File: src/rtl/dram_arbiter_pkg.sv
// Shared constants and types for the DRAM arbiter and its neighbours.
package dram_arbiter_pkg;

  localparam int unsigned DEF_N_CORES = 4;
  localparam int unsigned DEF_ADDR_W  = 12;
  localparam int unsigned DEF_DATA_W  = 32;

  // Requester id: cores 0..N_CORES-1, host = N_CORES; sized for the largest legal core count.
  localparam int unsigned ID_W = $clog2(DEF_N_CORES + 1);

  typedef struct packed {
    logic            vld;
    logic [ID_W-1:0] id;
  } rd_tag_t;

  // Host requester id for a given core count.
  function automatic logic [ID_W-1:0] host_id(input int unsigned n_cores);
    return ID_W'(n_cores);
  endfunction

endpackage

File: src/rtl/dram_arbiter_rr_pick.sv
// Combinational round-robin selector: first set request at or after ptr, wrapping.
module dram_arbiter_rr_pick #(
  parameter int unsigned N     = 4,
  parameter int unsigned IDX_W = 2
) (
  input  logic [N-1:0]     req,
  input  logic [IDX_W-1:0] ptr,
  output logic [N-1:0]     gnt_c,
  output logic [IDX_W-1:0] idx_c,
  output logic             any_c
);

  // Scan N positions starting at ptr, take the first requester found.
  always_comb begin
    int unsigned j;
    gnt_c = '0;
    idx_c = '0;
    any_c = 1'b0;
    j     = 0;
    for (int unsigned off = 0; off < N; off++) begin
      j = (32'(ptr) + off) % N;
      if (!any_c && req[j]) begin
        any_c    = 1'b1;
        gnt_c[j] = 1'b1;
        idx_c    = IDX_W'(j);
      end
    end
  end

endmodule

File: src/rtl/dram_arbiter.sv
// Single-port DRAM arbiter: host (fixed priority) plus round-robin cores,
// one registered access per cycle, read data routed back by a tag pipeline.
module dram_arbiter
  import dram_arbiter_pkg::*;
#(
  parameter int unsigned N_CORES = DEF_N_CORES,
  parameter int unsigned ADDR_W  = DEF_ADDR_W,
  parameter int unsigned DATA_W  = DEF_DATA_W,
  parameter int unsigned RD_LAT  = 1
) (
  input  logic                        clk,
  input  logic                        rst_n,
  input  logic                        host_req,
  input  logic                        host_we,
  input  logic [ADDR_W-1:0]           host_addr,
  input  logic [DATA_W-1:0]           host_wdata,
  output logic                        host_gnt,
  output logic                        host_rvalid,
  input  logic [N_CORES-1:0]          core_en,
  input  logic [N_CORES-1:0]          core_req,
  input  logic [N_CORES-1:0]          core_we,
  input  logic [N_CORES*ADDR_W-1:0]   core_addr,
  input  logic [N_CORES*DATA_W-1:0]   core_wdata,
  output logic [N_CORES-1:0]          core_gnt,
  output logic [N_CORES-1:0]          core_rvalid,
  output logic [DATA_W-1:0]           rdata,
  output logic [ADDR_W-1:0]           mem_addr,
  output logic                        mem_we,
  output logic [DATA_W-1:0]           mem_wdata,
  input  logic [DATA_W-1:0]           mem_rdata,
  output logic                        busy
);

  localparam int unsigned   PTR_W    = (N_CORES > 1) ? $clog2(N_CORES) : 1;
  localparam logic [ID_W-1:0] HOST_TAG = host_id(N_CORES);

  logic [PTR_W-1:0]          rr_ptr;
  logic                      host_elig_c;
  logic [N_CORES-1:0]        core_elig_c;
  logic [N_CORES-1:0]        pick_gnt_c;
  logic [PTR_W-1:0]          pick_idx_c;
  logic                      pick_any_c;
  logic [ADDR_W-1:0]         win_addr_c;
  logic [DATA_W-1:0]         win_wdata_c;
  logic [PTR_W-1:0]          ptr_next_c;
  logic [ID_W-1:0]           gnt_id;
  logic                      rd_issue_c;
  rd_tag_t [RD_LAT-1:0]      rd_pipe;
  rd_tag_t                   rd_out_c;

  // Eligibility: a requester already showing gnt this cycle is skipped.
  assign host_elig_c = host_req & ~host_gnt;
  assign core_elig_c = core_req & core_en & ~core_gnt;

  dram_arbiter_rr_pick #(
    .N     (N_CORES),
    .IDX_W (PTR_W)
  ) u_rr_pick (
    .req   (core_elig_c),
    .ptr   (rr_ptr),
    .gnt_c (pick_gnt_c),
    .idx_c (pick_idx_c),
    .any_c (pick_any_c)
  );

  // Winning core payload and the pointer value following it.
  always_comb begin
    win_addr_c  = core_addr[32'(pick_idx_c) * ADDR_W +: ADDR_W];
    win_wdata_c = core_wdata[32'(pick_idx_c) * DATA_W +: DATA_W];
    ptr_next_c  = (pick_idx_c == PTR_W'(N_CORES - 1)) ? '0 : pick_idx_c + PTR_W'(1);
  end

  // Grant register: issue the winner onto the DRAM bus and pulse its gnt.
  always_ff @(posedge clk or negedge rst_n) begin
    if (!rst_n) begin
      host_gnt  <= 1'b0;
      core_gnt  <= '0;
      mem_we    <= 1'b0;
      mem_addr  <= '0;
      mem_wdata <= '0;
      rr_ptr    <= '0;
      gnt_id    <= '0;
    end else begin
      host_gnt <= 1'b0;
      core_gnt <= '0;
      mem_we   <= 1'b0;
      if (host_elig_c) begin
        host_gnt  <= 1'b1;
        mem_we    <= host_we;
        mem_addr  <= host_addr;
        mem_wdata <= host_wdata;
        gnt_id    <= HOST_TAG;
      end else if (pick_any_c) begin
        core_gnt  <= pick_gnt_c;
        mem_we    <= core_we[pick_idx_c];
        mem_addr  <= win_addr_c;
        mem_wdata <= win_wdata_c;
        gnt_id    <= ID_W'(pick_idx_c);
        rr_ptr    <= ptr_next_c;
      end
    end
  end

  // A read is on the DRAM bus during its gnt cycle.
  assign rd_issue_c = (host_gnt | (|core_gnt)) & ~mem_we;
  assign rd_out_c   = rd_pipe[RD_LAT-1];

  // Tag pipeline: last stage lines up with valid mem_rdata.
  always_ff @(posedge clk or negedge rst_n) begin
    if (!rst_n) begin
      rd_pipe <= '0;
    end else begin
      rd_pipe[0] <= '{vld: rd_issue_c, id: gnt_id};
      for (int unsigned j = 1; j < RD_LAT; j++) begin
        rd_pipe[j] <= rd_pipe[j-1];
      end
    end
  end

  // Response register: capture read data and pulse the owner's rvalid.
  always_ff @(posedge clk or negedge rst_n) begin
    if (!rst_n) begin
      host_rvalid <= 1'b0;
      core_rvalid <= '0;
      rdata       <= '0;
    end else begin
      host_rvalid <= 1'b0;
      core_rvalid <= '0;
      if (rd_out_c.vld) begin
        rdata <= mem_rdata;
        if (rd_out_c.id == HOST_TAG) begin
          host_rvalid <= 1'b1;
        end else begin
          core_rvalid <= N_CORES'(1) << rd_out_c.id;
        end
      end
    end
  end

  // Activity: reads in flight or requests waiting.
  always_comb begin
    busy = rd_issue_c | host_elig_c | (|core_elig_c);
    for (int unsigned j = 0; j < RD_LAT; j++) begin
      busy = busy | rd_pipe[j].vld;
    end
  end

endmodule
File: config.mk
export PLATFORM = sky130hd
export DESIGN_NAME = dram_arbiter
export DESIGN_NICKNAME = d
export VERILOG_FILES = /design/src/rtl/dram_arbiter_pkg.sv /design/src/rtl/dram_arbiter_rr_pick.sv /design/src/rtl/dram_arbiter.sv
export SDC_FILE = /design/constraint.sdc
export NUM_CORES = 1
export LEC_CHECK = 0
export CELL_PAD_IN_SITES_DETAIL_PLACEMENT = 0
export CELL_PAD_IN_SITES_GLOBAL_PLACEMENT = 2
export CORE_UTILIZATION = 19
export DETAILED_ROUTE_END_ITERATION = 8
export HOLD_SLACK_MARGIN = 0.02
export PLACE_DENSITY_LB_ADDON = 0.05
export SETUP_SLACK_MARGIN = 0.5
export SLEW_MARGIN = 20
export SYNTH_ARGS = -nofsm -noshare
export SYNTH_HDL_FRONTEND = slang
export SYNTH_HIERARCHICAL = 1
export SYNTH_SLANG_ARGS = --single-unit
File: constraint.sdc
create_clock -name clk -period 3 [get_ports clk]
set_input_delay 0.3 -clock clk [delete_from_list [all_inputs] [get_ports clk]]
set_output_delay 0.3 -clock clk [all_outputs]
set_load 0.01 [all_outputs]
-- Word level (Yosys, flattened, before mapping)
Index checks and enable logic that the tools add are counted.
- bits in registers: 96
- bits in latches: 0
- memory bits (writable): 0
- ROM bits: 0
- output and inout port bits: 88
- memories kept: 0
- $add $sub $neg: 4
- multiply operators: 1
- div/mod/pow operators: 0
- magnitude comparators: 9
- eq/ne operators: 2
- shifts and indexed selects: 3
- mux-type cells: 46
- bitwise logic cells: 15
- reduce and logical (&&, ||, !) cells: 14
- operators by type and width (operator ; count):
    $shiftx A128 B8 Y32 ; 1
    $mux W32 ; 2
    $shiftx A48 B7 Y12 ; 1
    $mux W4 ; 8
    $mux W12 ; 2
    $mux W1 ; 18
    $lt A2 B3 Y1 const B ; 5
    $or A4 B4 Y4 ; 3
    $bmux W1 S2 ; 5
    $mux W2 ; 5
    $and A4 B4 Y4 ; 2
    $demux W1 S2 ; 4
    $ge A2 B1 Y1 const B ; 4
    $reduce_or A4 Y1 ; 2
    $logic_and A1 B1 Y1 ; 7
    $mux W3 ; 2
    $add A2 B1 Y2 const B ; 2
    $add A2 B2 Y2 const B ; 2
    $mul A2 B2 Y4 const B ; 1
    $not A4 Y4 ; 1
    $or A1 B1 Y1 ; 4
    $shl A1 B3 Y4 const A ; 1
    $eq A3 B3 Y1 const B ; 1
    $logic_not A1 Y1 ; 3
    other kinds (5) ; 8

-- Longest topological paths before layout
Gate-level depths: netlist of the first run.
- depth after elaboration: 18
- depth in mapped cells: 13

-- Cells and area by module
Netlist of the first run, hierarchy kept.
- by module, submodules not included (module ; times used ; cells each ; area an instance (sq um)):
    dram_arbiter ; 1 ; 380 ; 5031.1
    dram_arbiter_rr_pick ; 1 ; 45 ; 419.2

-- Worst setup path after synthesis of the first run
Ideal clock, no wire load.
- path type: register -> register
- from: register rr_ptr[0]
- to: register mem_wdata[8]
- arrival: 2901 ps
- slack: -38 ps
- stages on the path, launching flop included: 14
- cells stage by stage: dfrtp_1 > buf_6 > inv_1 > ha_1 > mux4_2 > buf_6 > and2b_2 > o21ai_0 > o31ai_1 > buf_6 > buf_8 > mux4_2 > mux2i_1 > a21oi_1
- longest elaborated chain between the ends: 15
- elaborated cells on any way between the ends: 29
- those cells by class: 3 x add/sub; 1 x shift; 18 x mux; 7 x reduce/logical
- ends and longest elaborated chain (element ; RTL line ; RTL):
    from (decl) ; dram_arbiter.sv:37 ; logic [PTR_W-1:0] rr_ptr;
    from (signal assigned) ; dram_arbiter.sv:99 ; rr_ptr <= ptr_next_c;
    parallel branches: the longest is 11 deep, another holds $add A2 B1 Y2 ; - ;
    $mux W2 (*) ; dram_arbiter_rr_pick.sv:22 ; if (!any_c && req[j]) begin
    via pick_idx_c[0] ; dram_arbiter.sv:41 ; logic [PTR_W-1:0] pick_idx_c;
    $shiftx A128 B8 Y32 (*) ; dram_arbiter.sv:69 ; win_wdata_c = core_wdata[32'(pick_idx_c) * DATA_W +: DATA_W];
    $mux W32 (*) ; dram_arbiter.sv:93 ; end else if (pick_any_c) begin
    $mux W32 (*) ; dram_arbiter.sv:87 ; if (host_elig_c) begin
    to (signal assigned) ; dram_arbiter.sv:91 ; mem_wdata <= host_wdata;
    to (signal assigned) ; dram_arbiter.sv:97 ; mem_wdata <= win_wdata_c;
    to (decl) ; dram_arbiter.sv:29 ; output logic [DATA_W-1:0] mem_wdata,
Mark *: on every way through the listed nets, which the timed path passes. The select of a mux whose other input is x is not followed.
A chain may end at the register's enable or synchronous reset.

-- Worst setup path in the final report of the first run
- from: register rr_ptr[0]
- to: register mem_addr[8]
- longest elaborated chain between the ends: 16
- elaborated cells on any way between the ends: 30
- those cells by class: 3 x add/sub; 1 x mul; 1 x shift; 18 x mux; 7 x reduce/logical
- ends and longest elaborated chain (element ; RTL line ; RTL):
    parallel branches: the longest is 11 deep, another holds $add A2 B1 Y2 ; - ;
    $mux W2 (*) ; dram_arbiter_rr_pick.sv:22 ;
    via pick_idx_c[0] ; dram_arbiter.sv:41 ;
    $mul A2 B2 Y4 (*) ; dram_arbiter.sv:68 ; win_addr_c = core_addr[32'(pick_idx_c) * ADDR_W +: ADDR_W];
    $shiftx A48 B7 Y12 (*) ; dram_arbiter.sv:68 ;
    $mux W12 (*) ; dram_arbiter.sv:93 ;
    $mux W12 (*) ; dram_arbiter.sv:87 ;
    to (signal assigned) ; dram_arbiter.sv:90 ; mem_addr <= host_addr;
    to (signal assigned) ; dram_arbiter.sv:96 ; mem_addr <= win_addr_c;
    to (decl) ; dram_arbiter.sv:27 ; output logic [ADDR_W-1:0] mem_addr,
Marks and branches as above.

==> impl_metrics.toml, run 1 <==
[critical_path]
startpoint_type = "flip-flop"
crit_fanout = 7
rrSetupSlack_ns = 0.05
worstPathArrival_ns = 3.14
r2r_end = "mem_addr[8]"
cp-startpoint = "rr_ptr[0]"
required_ns = 3.19
endpoint = "mem_addr[8]"
rr_worst_depth = 12
crit_path_end_kind = "flip-flop"
worst-setup-path-type = "reg -> reg"
reg2reg_from = "rr_ptr[0]"

[yosys]
synth_area_um2 = 5450
synth_cell_types = 34
syn_nets = 699
netlist.area_leader.share_pct = 44.1
yosys.area.top_type = "dfrtp_1"
synth.ff_latch_count = 96
yosys_warnings = 6
yosys-top-cells-area = "dfrtp_1 (44%), mux4_2 (19%), mux2i_1 (8.6%)"
synth-edff-count = 0
async_flop_share_pct = 100
netlist_instances = 425
ys_seq_area_share_pct = 44.1
synth-main-ff-cell = "dfrtp_1"
syn_area_per_cell_um2 = 12.8

[floorplan]
dieArea_um2 = 29400
die_y_um = 171
start_util_pct = 19.5
dieWidth_um = 171
fp-row-count = 61
core_area_um2 = 28000
io_pins = 356

[timing]
fin_setup_tns_ns = 0
rsz0062_at_grt = "yes"
maxSlewHeadroom_pct = 31.6
period_needed_ns = 2.95
fmax_ghz = 0.339
slew_violations = 0
min_period_over_period_pct = 98.3
setup_viol = 0
worst_slew_pin_slew_ns = 1.03
finalHoldViolCount = 0
skew_ns = 0.0103

[global_routing]
grt_overflow = 0
grt_pass1_vias = 5600
grt_usage_pct = 15.3
antenna_found_initial = 5
grt_pass1_wl_um = 32900
grt_max_degree = 97

[routing]
drt-wirelength-per-cell_um = 19.1
avgViaCountPerCell = 4.23
drt_pass1_iterations = 4
ant_nets = 0
drc_errors = 0
drt-total-wl_um = 23000
drtIter0Drc = 68
vias = 5088

[flow_run]
drv_cap = 0

[final_layout]
layout-drive-gt1-share_pct = 22.0
final_nets = 1093
synthToLayoutAreaGrowth_pct = 92.2
fin_util_pct = 37.4
final_area_um2 = 10500
num-fill-cells = 2752

[outcome]
status = "finished clean"

[clock_network]
clk_pin_slew_ns = 0.08
numCtsBuffers = 9
clock_path_buffers = 2
root_buffer = "clkbuf_16"
cts_tree = "done"
insertion_delay_ns = 0.35
cts_sinks = 96
htreeDepth = 3

[placed_design]
gp_congestion = 0.738
io_buffers = 355
placed_area_um2 = 9580
hpwl_um = 16600

[hold_path]
holdCritPathClass = "reg -> reg"

[power_and_ir_drop]
power.leakage_nw = 4.27
p_per_area_nw_per_um2 = 1200
ir_drop_mv = 0.488
power_w = 0.0125
-- registers in the layout, summed over array words and instances, names as in the netlist --
| name | flops |
|---|---|
| mem_wdata | 32 |
| rdata | 32 |
| mem_addr | 12 |
| core_gnt | 4 |
| core_rvalid | 4 |
| rd_out_c | 4 |
| gnt_id | 3 |
| rr_ptr | 2 |
| host_gnt | 1 |
| host_rvalid | 1 |
| mem_we | 1 |
-- layer usage --
metal  vias up  GRT usage [%]  share of wire, %
met5         -              0              0.12
met4         4           4.62               1.5
met3        21           5.66               9.6
met2       237           27.5                50
met1      2448           16.7                39
li1       2378              -                 -
-- repair_timing --
| item | in CTS | in global routing |
|---|---|---|
| hold buffers | 1 | 0 |
| hold endpoints to repair | 39 | 0 |
| setup buffers | 20 | 5 |
| gates resized for setup | 15 | 10 |
| pin swaps | 2 | 7 |
| cloned | 5 | 5 |
| endpoints found under the setup margin | 48 | 50 |
-- metrics by stage --
step | hold WS, ns | std cells | worst slack, ns
after floorplan | 0.00441 | 425 | 0.0982
after global placement | 0.349 | 1150 | -0.297
after detailed placement | 0.353 | 1150 | -0.316
after CTS | 0.382 | 1192 | 0.0425
after global routing | 0.394 | 1204 | -0.103
final | 0.376 | 1204 | 0.0500
-- how the worst min path moves through the flow --
stage	slack, ns	startpoint	endpoint	cells after the start
after floorplan	0.004	rst_n	core_gnt[0]	0
after global placement	0.35	rst_n	rdata[30]	1
after detailed placement	0.35	rst_n	rdata[29]	1
after CTS	0.38	gnt_id[0]	rd_out_c[0]	0
after global routing	0.39	gnt_id[0]	rd_out_c[0]	0
final	0.38	gnt_id[0]	rd_out_c[0]	0
-- final cells by class --
class	count	area [µm²]	share of cell area (%)
Clock inverter	7	109	1.04
Tap cell	378	473	4.52
Timing Repair Buffer	417	4340	41.4
Inverter	6	25.0	0.239
Antenna cell	2	5.00	0.0478
Clock buffer	9	225	2.15
Sequential cell	96	2400	23.0
Multi-Input combinational cell	289	2900	27.7
-- cell usage in the layout, fill, tap and decap left out, types with 4 or more instances in the layout --
master / netlist / routed
buf_4: 1 / 37
nand2_1: 11 / 11
a21oi_1: 46 / 46
dfrtp_1: 96 / 94
and3_1: 5 / 5
o21ai_0: 6 / 5
a22oi_1: 8 / 8
nor2_1: 56 / 52
clkbuf_16: 0 / 13
buf_6: 3 / 7
clkdlybuf4s50_1: 0 / 354
mux2_2: 36 / 35
ha_1: 6 / 4
mux4_2: 47 / 48
inv_1: 6 / 4
nor2_2: 0 / 4
buf_16: 0 / 6
mux2i_1: 47 / 47
buf_12: 2 / 8
-- Yosys cell counts, types with 2 or more instances --
library cell and number:
buf_6 3, o21ai_0 6, nand2_1 11, clkbuf_1 12, and3_1 5, inv_1 6
o22ai_1 2, buf_2 14, a22oi_1 8, nand2b_1 3, nor3_1 3, mux2_2 36
nor2_1 56, buf_12 2, mux4_1 2, dfrtp_1 96, mux4_2 47, mux2i_1 47
ha_1 6, a21oi_1 46
-- critical path: stages, from the launching register on --
cell	delay [ns]
dfrtp_2	0.47
inv_4	0.05
ha_4	0.27
mux4_2	0.37
and2b_2	0.27
o21ai_2	0.07
o31ai_4	0.08
buf_12	0.16
buf_4	0.15
clkbuf_16	0.16
mux4_2	0.50
mux2i_1	0.15
a21oi_1	0.08
-- power breakdown --
| group | internal (W) | leakage [nW] | switching, W |
|---|---|---|---|
| Sequential | 0.00194 | 1.13 | 0.000361 |
| Combinational | 0.00527 | 2.97 | 0.00364 |
| Clock | 0.000752 | 0.164 | 0.000571 |
| Total | 0.00796 | 4.27 | 0.00457 |
-- kinds of logic after synthesis --
kind of cell | share of synthesized area (%)
multiplexers | 36.5
AO/OA/AOI/OAI | 6.73
adder cells (fa/ha/maj) | 1.38
AND/OR/NAND/NOR | 7.00
flip-flops | 44.1
buffers and inverters | 4.36
(Power assumes the default switching activity.)
==> inputs of run 2 (changes only) <==
- PLACE_DENSITY_LB_ADDON: 0.05 -> 0.12
==> impl_metrics.toml, run 2 (synthesis results as in run 1) <==
[routing]
drtIter0Drc = 127
drt-total-wl_um = 22100
avgViaCountPerCell = 4.25
ant_nets = 0
drt-wirelength-per-cell_um = 18.6
vias = 5048
drc_errors = 0
drt_pass1_iterations = 4

[power_and_ir_drop]
power.leakage_nw = 4.15
p_per_area_nw_per_um2 = 1150
ir_drop_mv = 0.682

[clock_network]
cts_sinks = 96
htreeDepth = 3
clk_pin_slew_ns = 0.08
cts_tree = "done"
clock_path_buffers = 2
numCtsBuffers = 9
root_buffer = "clkbuf_16"
insertion_delay_ns = 0.35

[final_layout]
final_common_cell = "clkdlybuf4s50_1"
final_cell_mix = "clkdlybuf4s50_1 (354), dfrtp_1 (94), nor2_1 (51)"
reg_top3 = "mem_wdata x32, rdata x32, mem_addr x12"
final_cells = 1189
n_antenna_cell = 0
final_area_um2 = 10300
synthToLayoutAreaGrowth_pct = 88.3
final_nets = 1080
layout-drive-gt1-share_pct = 21.2

[outcome]
status = "finished clean"

[global_routing]
grt_usage_pct = 14.6
grt_pass1_wl_um = 31600
grt_max_degree = 97
grt_pass1_vias = 5421
antenna_found_initial = 2
grt_overflow = 0

[floorplan]
io_pins = 356
die_y_um = 171
dieWidth_um = 171
fp-row-count = 61
dieArea_um2 = 29400
core_area_um2 = 28000
start_util_pct = 19.5

[timing]
maxSlewHeadroom_pct = 30.6
fmax_ghz = 0.341
min_period_over_period_pct = 97.9
fin_setup_tns_ns = 0
finalHoldViolCount = 0
skew_ns = 0.0142
rsz0062_at_grt = "yes"
slew_violations = 0
worst_slew_pin_slew_ns = 1.04
setup_viol = 0
period_needed_ns = 2.94

[placed_design]
dp.cells = 1149
placed_area_um2 = 9570
hpwl_um = 16300
io_buffers = 355
gp_congestion = 0.718

[critical_path]
cpMaxStageDelayCell = "dfrtp_2"
crit_path_end_kind = "flip-flop"
crit_chain = "inv_4 > ha_4 > mux4_2 > buf_6 > nor4b_4 > nor2_1 > a32o_2 > buf_12 > buf_12 > mux4_2 > mux2i_1 > a21oi_1"
slowest_delay_ns = 0.44
worst-setup-path-type = "reg -> reg"
required_ns = 3.20
startpoint_type = "flip-flop"
crit_fanout = 18
worstPathArrival_ns = 3.13

[flow_run]
drv_cap = 0

[hold_path]
holdCritPathClass = "reg -> reg"
run 2: cell count changes in the layout (fill, tap and decap cells not counted), moves of 2 or more:
cell       previous run  this run
buf_12                8        10
buf_16                6         4
buf_4                37        29
buf_6                 7         3
bufinv_16             2         0
diode_2               2         0
run 2: timing repair:
item | CTS | global route
setup endpoints to repair | 52 | 53
hold endpoints to repair | 39 | 0
resized for setup | 15 | 6
hold buffers | 1 | 0
setup buffers | 11 | 6
cloned | 3 | 3
pin swaps | 2 | 2
run 2: metal layers:
layer | vias up | share of wire [%] | GRT usage (%)
li1 | 2354 | - | -
met1 | 2435 | 38 | 16.2
met2 | 238 | 51 | 26.1
met3 | 17 | 9.9 | 5.43
met4 | 4 | 1.1 | 3.65
met5 | - | 0.095 | 0
run 2: power breakdown:
| part | internal (W) | total (W) | switching, W | leakage (nW) |
|---|---|---|---|---|
| clock network | 0.000582 | 0.00116 | 0.000576 | 0.140 |
| registers | 0.00194 | 0.00229 | 0.000354 | 1.13 |
| logic | 0.00495 | 0.00838 | 0.00342 | 2.88 |
run 2: area by class of cell:
class                      instances  area [µm²]
timing repair buffer             404        4190
tap                              378         473
multi-input combinational        289        2890
sequential                        96        2400
inverter                           6        25.0
fill                            2810       17700
clock inverter                     7        61.3
clock buffer                       9         225
run 2: metrics by stage:
step / hold WS [ns] / total power, W / util [%] / worst slack, ns
4_1_cts: 0.393 / 0.0116 / 36.1 / 0.0964
5_1_grt: 0.396 / 0.0126 / 36.6 / -0.0764
2_1_floorplan: 0.00441 / 0.00690 / - / 0.0982
3_5_place_dp: 0.373 / 0.00958 / 34.2 / -0.311
6_report: 0.385 / 0.0118 / 36.6 / 0.0642
3_3_place_gp: 0.361 / 0.00947 / 34.2 / -0.289
run 2: final timing paths:
check / from / end / slack, ns / cells past startpoint
max reg2reg: rr_ptr[0] / mem_addr[7] / 0.06 / 12
min: gnt_id[0] / rd_out_c[0] / 0.38 / 0
max: rr_ptr[0] / mem_addr[7] / 0.06 / 12
max in group asynchronous: rst_n / core_gnt[0] / 1.65 / 3
min reg2reg: gnt_id[0] / rd_out_c[0] / 0.38 / 0
min in group asynchronous: rst_n / rdata[8] / 0.54 / 2
run 2: worst max-delay path, delay by kind of cell (launching register included):
| kind | cells | cell delay [ns] |
|---|---|---|
| AOI/OAI and AO/OA | 2 | 0.34 |
| and+or+nand+nor | 2 | 0.36 |
| muxes | 3 | 0.84 |
| buffers and inverters | 4 | 0.51 |
| DFF | 1 | 0.44 |
| adders and majority gates | 1 | 0.28 |
==> inputs of run 3 (changes only) <==
- PLACE_DENSITY_LB_ADDON: 0.12 -> 0.1
==> impl_metrics.toml, run 3 (synthesis results as in run 1) <==
[flow_run]
drv_cap = 0

[critical_path]
startpoint_type = "flip-flop"
reg2reg_from = "rr_ptr[0]"
cp.depth = 10
crit_chain = "buf_6 > mux4_2 > nor4b_4 > nor2_1 > a32o_2 > buf_8 > clkbuf_16 > mux4_2 > mux2i_1 > a21oi_1"
slowest_delay_ns = 0.62
cp-startpoint = "rr_ptr[0]"
cp_common_cell = "mux4_2"
cp_num_buf_inv = 3
crit_fanout = 6
worstPathArrival_ns = 3.06
required_ns = 3.21
rr_worst_depth = 10
cpMaxStageDelayCell = "mux4_2"
worst-setup-path-type = "reg -> reg"
crit_path_end_kind = "flip-flop"
cp_top_family = "multiplexers"

[clock_network]
insertion_delay_ns = 0.35
htreeDepth = 3
cts_tree = "done"
clock_path_buffers = 2
root_buffer = "clkbuf_16"
cts_sinks = 96
clk_pin_slew_ns = 0.08
numCtsBuffers = 9

[global_routing]
grt_max_degree = 97
grt_pass1_wl_um = 32500
grt_pass1_vias = 5607
grt_overflow = 0
grt_usage_pct = 15.0
antenna_found_initial = 6

[timing]
min_period_over_period_pct = 95.2
whs_ns = 0.378
worst_slew_pin_slew_ns = 0.780
maxSlewHeadroom_pct = 48.0
finalHoldViolCount = 0
skew_ns = 0.0140
setup_viol = 0
slew_violations = 0
layout_setup_ws_ns = 0.144
fmax_ghz = 0.350
period_needed_ns = 2.86
fin_setup_tns_ns = 0
rsz0062_at_grt = "yes"

[hold_path]
holdCritPathClass = "reg -> reg"
hp-start = "gnt_id[2]"
min_path_cells = 0

[routing]
ant_nets = 0
avgViaCountPerCell = 4.26
vias = 5106
drt_pass1_iterations = 4
drt-total-wl_um = 22800
drtIter0Drc = 197
drc_errors = 0
drt-wirelength-per-cell_um = 19.0

[final_layout]
final_common_cell = "clkdlybuf4s50_1"
final_cells = 1198
reg_top3 = "mem_wdata x32, rdata x32, mem_addr x12"
final_nets = 1084
layout-drive-gt1-share_pct = 21.2
final_cell_mix = "clkdlybuf4s50_1 (353), dfrtp_1 (94), nor2_1 (52)"
synthToLayoutAreaGrowth_pct = 89.3

[placed_design]
dp_slack_ns = -0.323
hpwl_um = 16500
io_buffers = 355
dp.cells = 1150
gp_congestion = 0.732

[floorplan]
die_y_um = 171
io_pins = 356
dieArea_um2 = 29400
fp-row-count = 61
dieWidth_um = 171
core_area_um2 = 28000
start_util_pct = 19.5

[outcome]
status = "finished clean"

[power_and_ir_drop]
power.leakage_nw = 4.18
power_w = 0.0119
ir_drop_mv = 0.605
p_per_area_nw_per_um2 = 1150
==> run 3: metal layers <==
metal / routed length (µm) / part of all wire (%) / global-route usage (%)
met1: 8260 / 36 / 15.9
met2: 11900 / 52 / 27.4
met3: 2180 / 9.6 / 5.32
met4: 373 / 1.6 / 5.32
met5: 17 / 0.075 / 0
==> run 3: cell type report <==
type | count | area (µm²)
timing repair buffer | 408 | 4220
multi-input combinational | 289 | 2890
inverter | 6 | 25.0
tap | 378 | 473
clock buffer | 10 | 239
antenna | 5 | 12.5
sequential | 96 | 2400
fill | 2766 | 17700
clock inverter | 6 | 57.6
==> run 3: power by group <==
part / switching (W) / leakage (nW) / internal [W]
registers: 0.000353 / 1.13 / 0.00194
clock network: 0.000588 / 0.148 / 0.000608
logic: 0.00345 / 2.90 / 0.00497
==> run 3: stage by stage <==
step           utilization (%)  area, µm²
2_1_floorplan                -       5510
3_3_place_gp              34.2       9580
3_5_place_dp              34.2       9580
4_1_cts                   36.1      10100
5_1_grt                   36.8      10300
6_report                  36.8      10300
==> run 3: path summary, 6_finish.rpt <==
path / slack (ns) / to
min in group asynchronous: 0.45 / rdata[4]
worst min register to register: 0.38 / rd_out_c[2]
worst max register to register: 0.14 / mem_wdata[19]
max in group asynchronous: 1.72 / rr_ptr[0]
worst max-delay path: 0.14 / mem_wdata[19]
worst min-delay path: 0.38 / rd_out_c[2]
==> run 3: worst register-to-register path: stages (launching register included) <==
cell and delay (ns):
dfrtp_2 0.45, buf_6 0.14, mux4_2 0.62, nor4b_4 0.34, nor2_1 0.07, a32o_2 0.25
buf_8 0.15, clkbuf_16 0.17, mux4_2 0.29, mux2i_1 0.16, a21oi_1 0.08
==> run 3: repair_timing <==
action                     CTS  global route
cloned                       3             5
hold buffers                 1             0
buffers inserted            14             4
pin swaps                    1             8
hold endpoints to repair    35             0
setup endpoints to repair   51            50
resized for setup           12            15
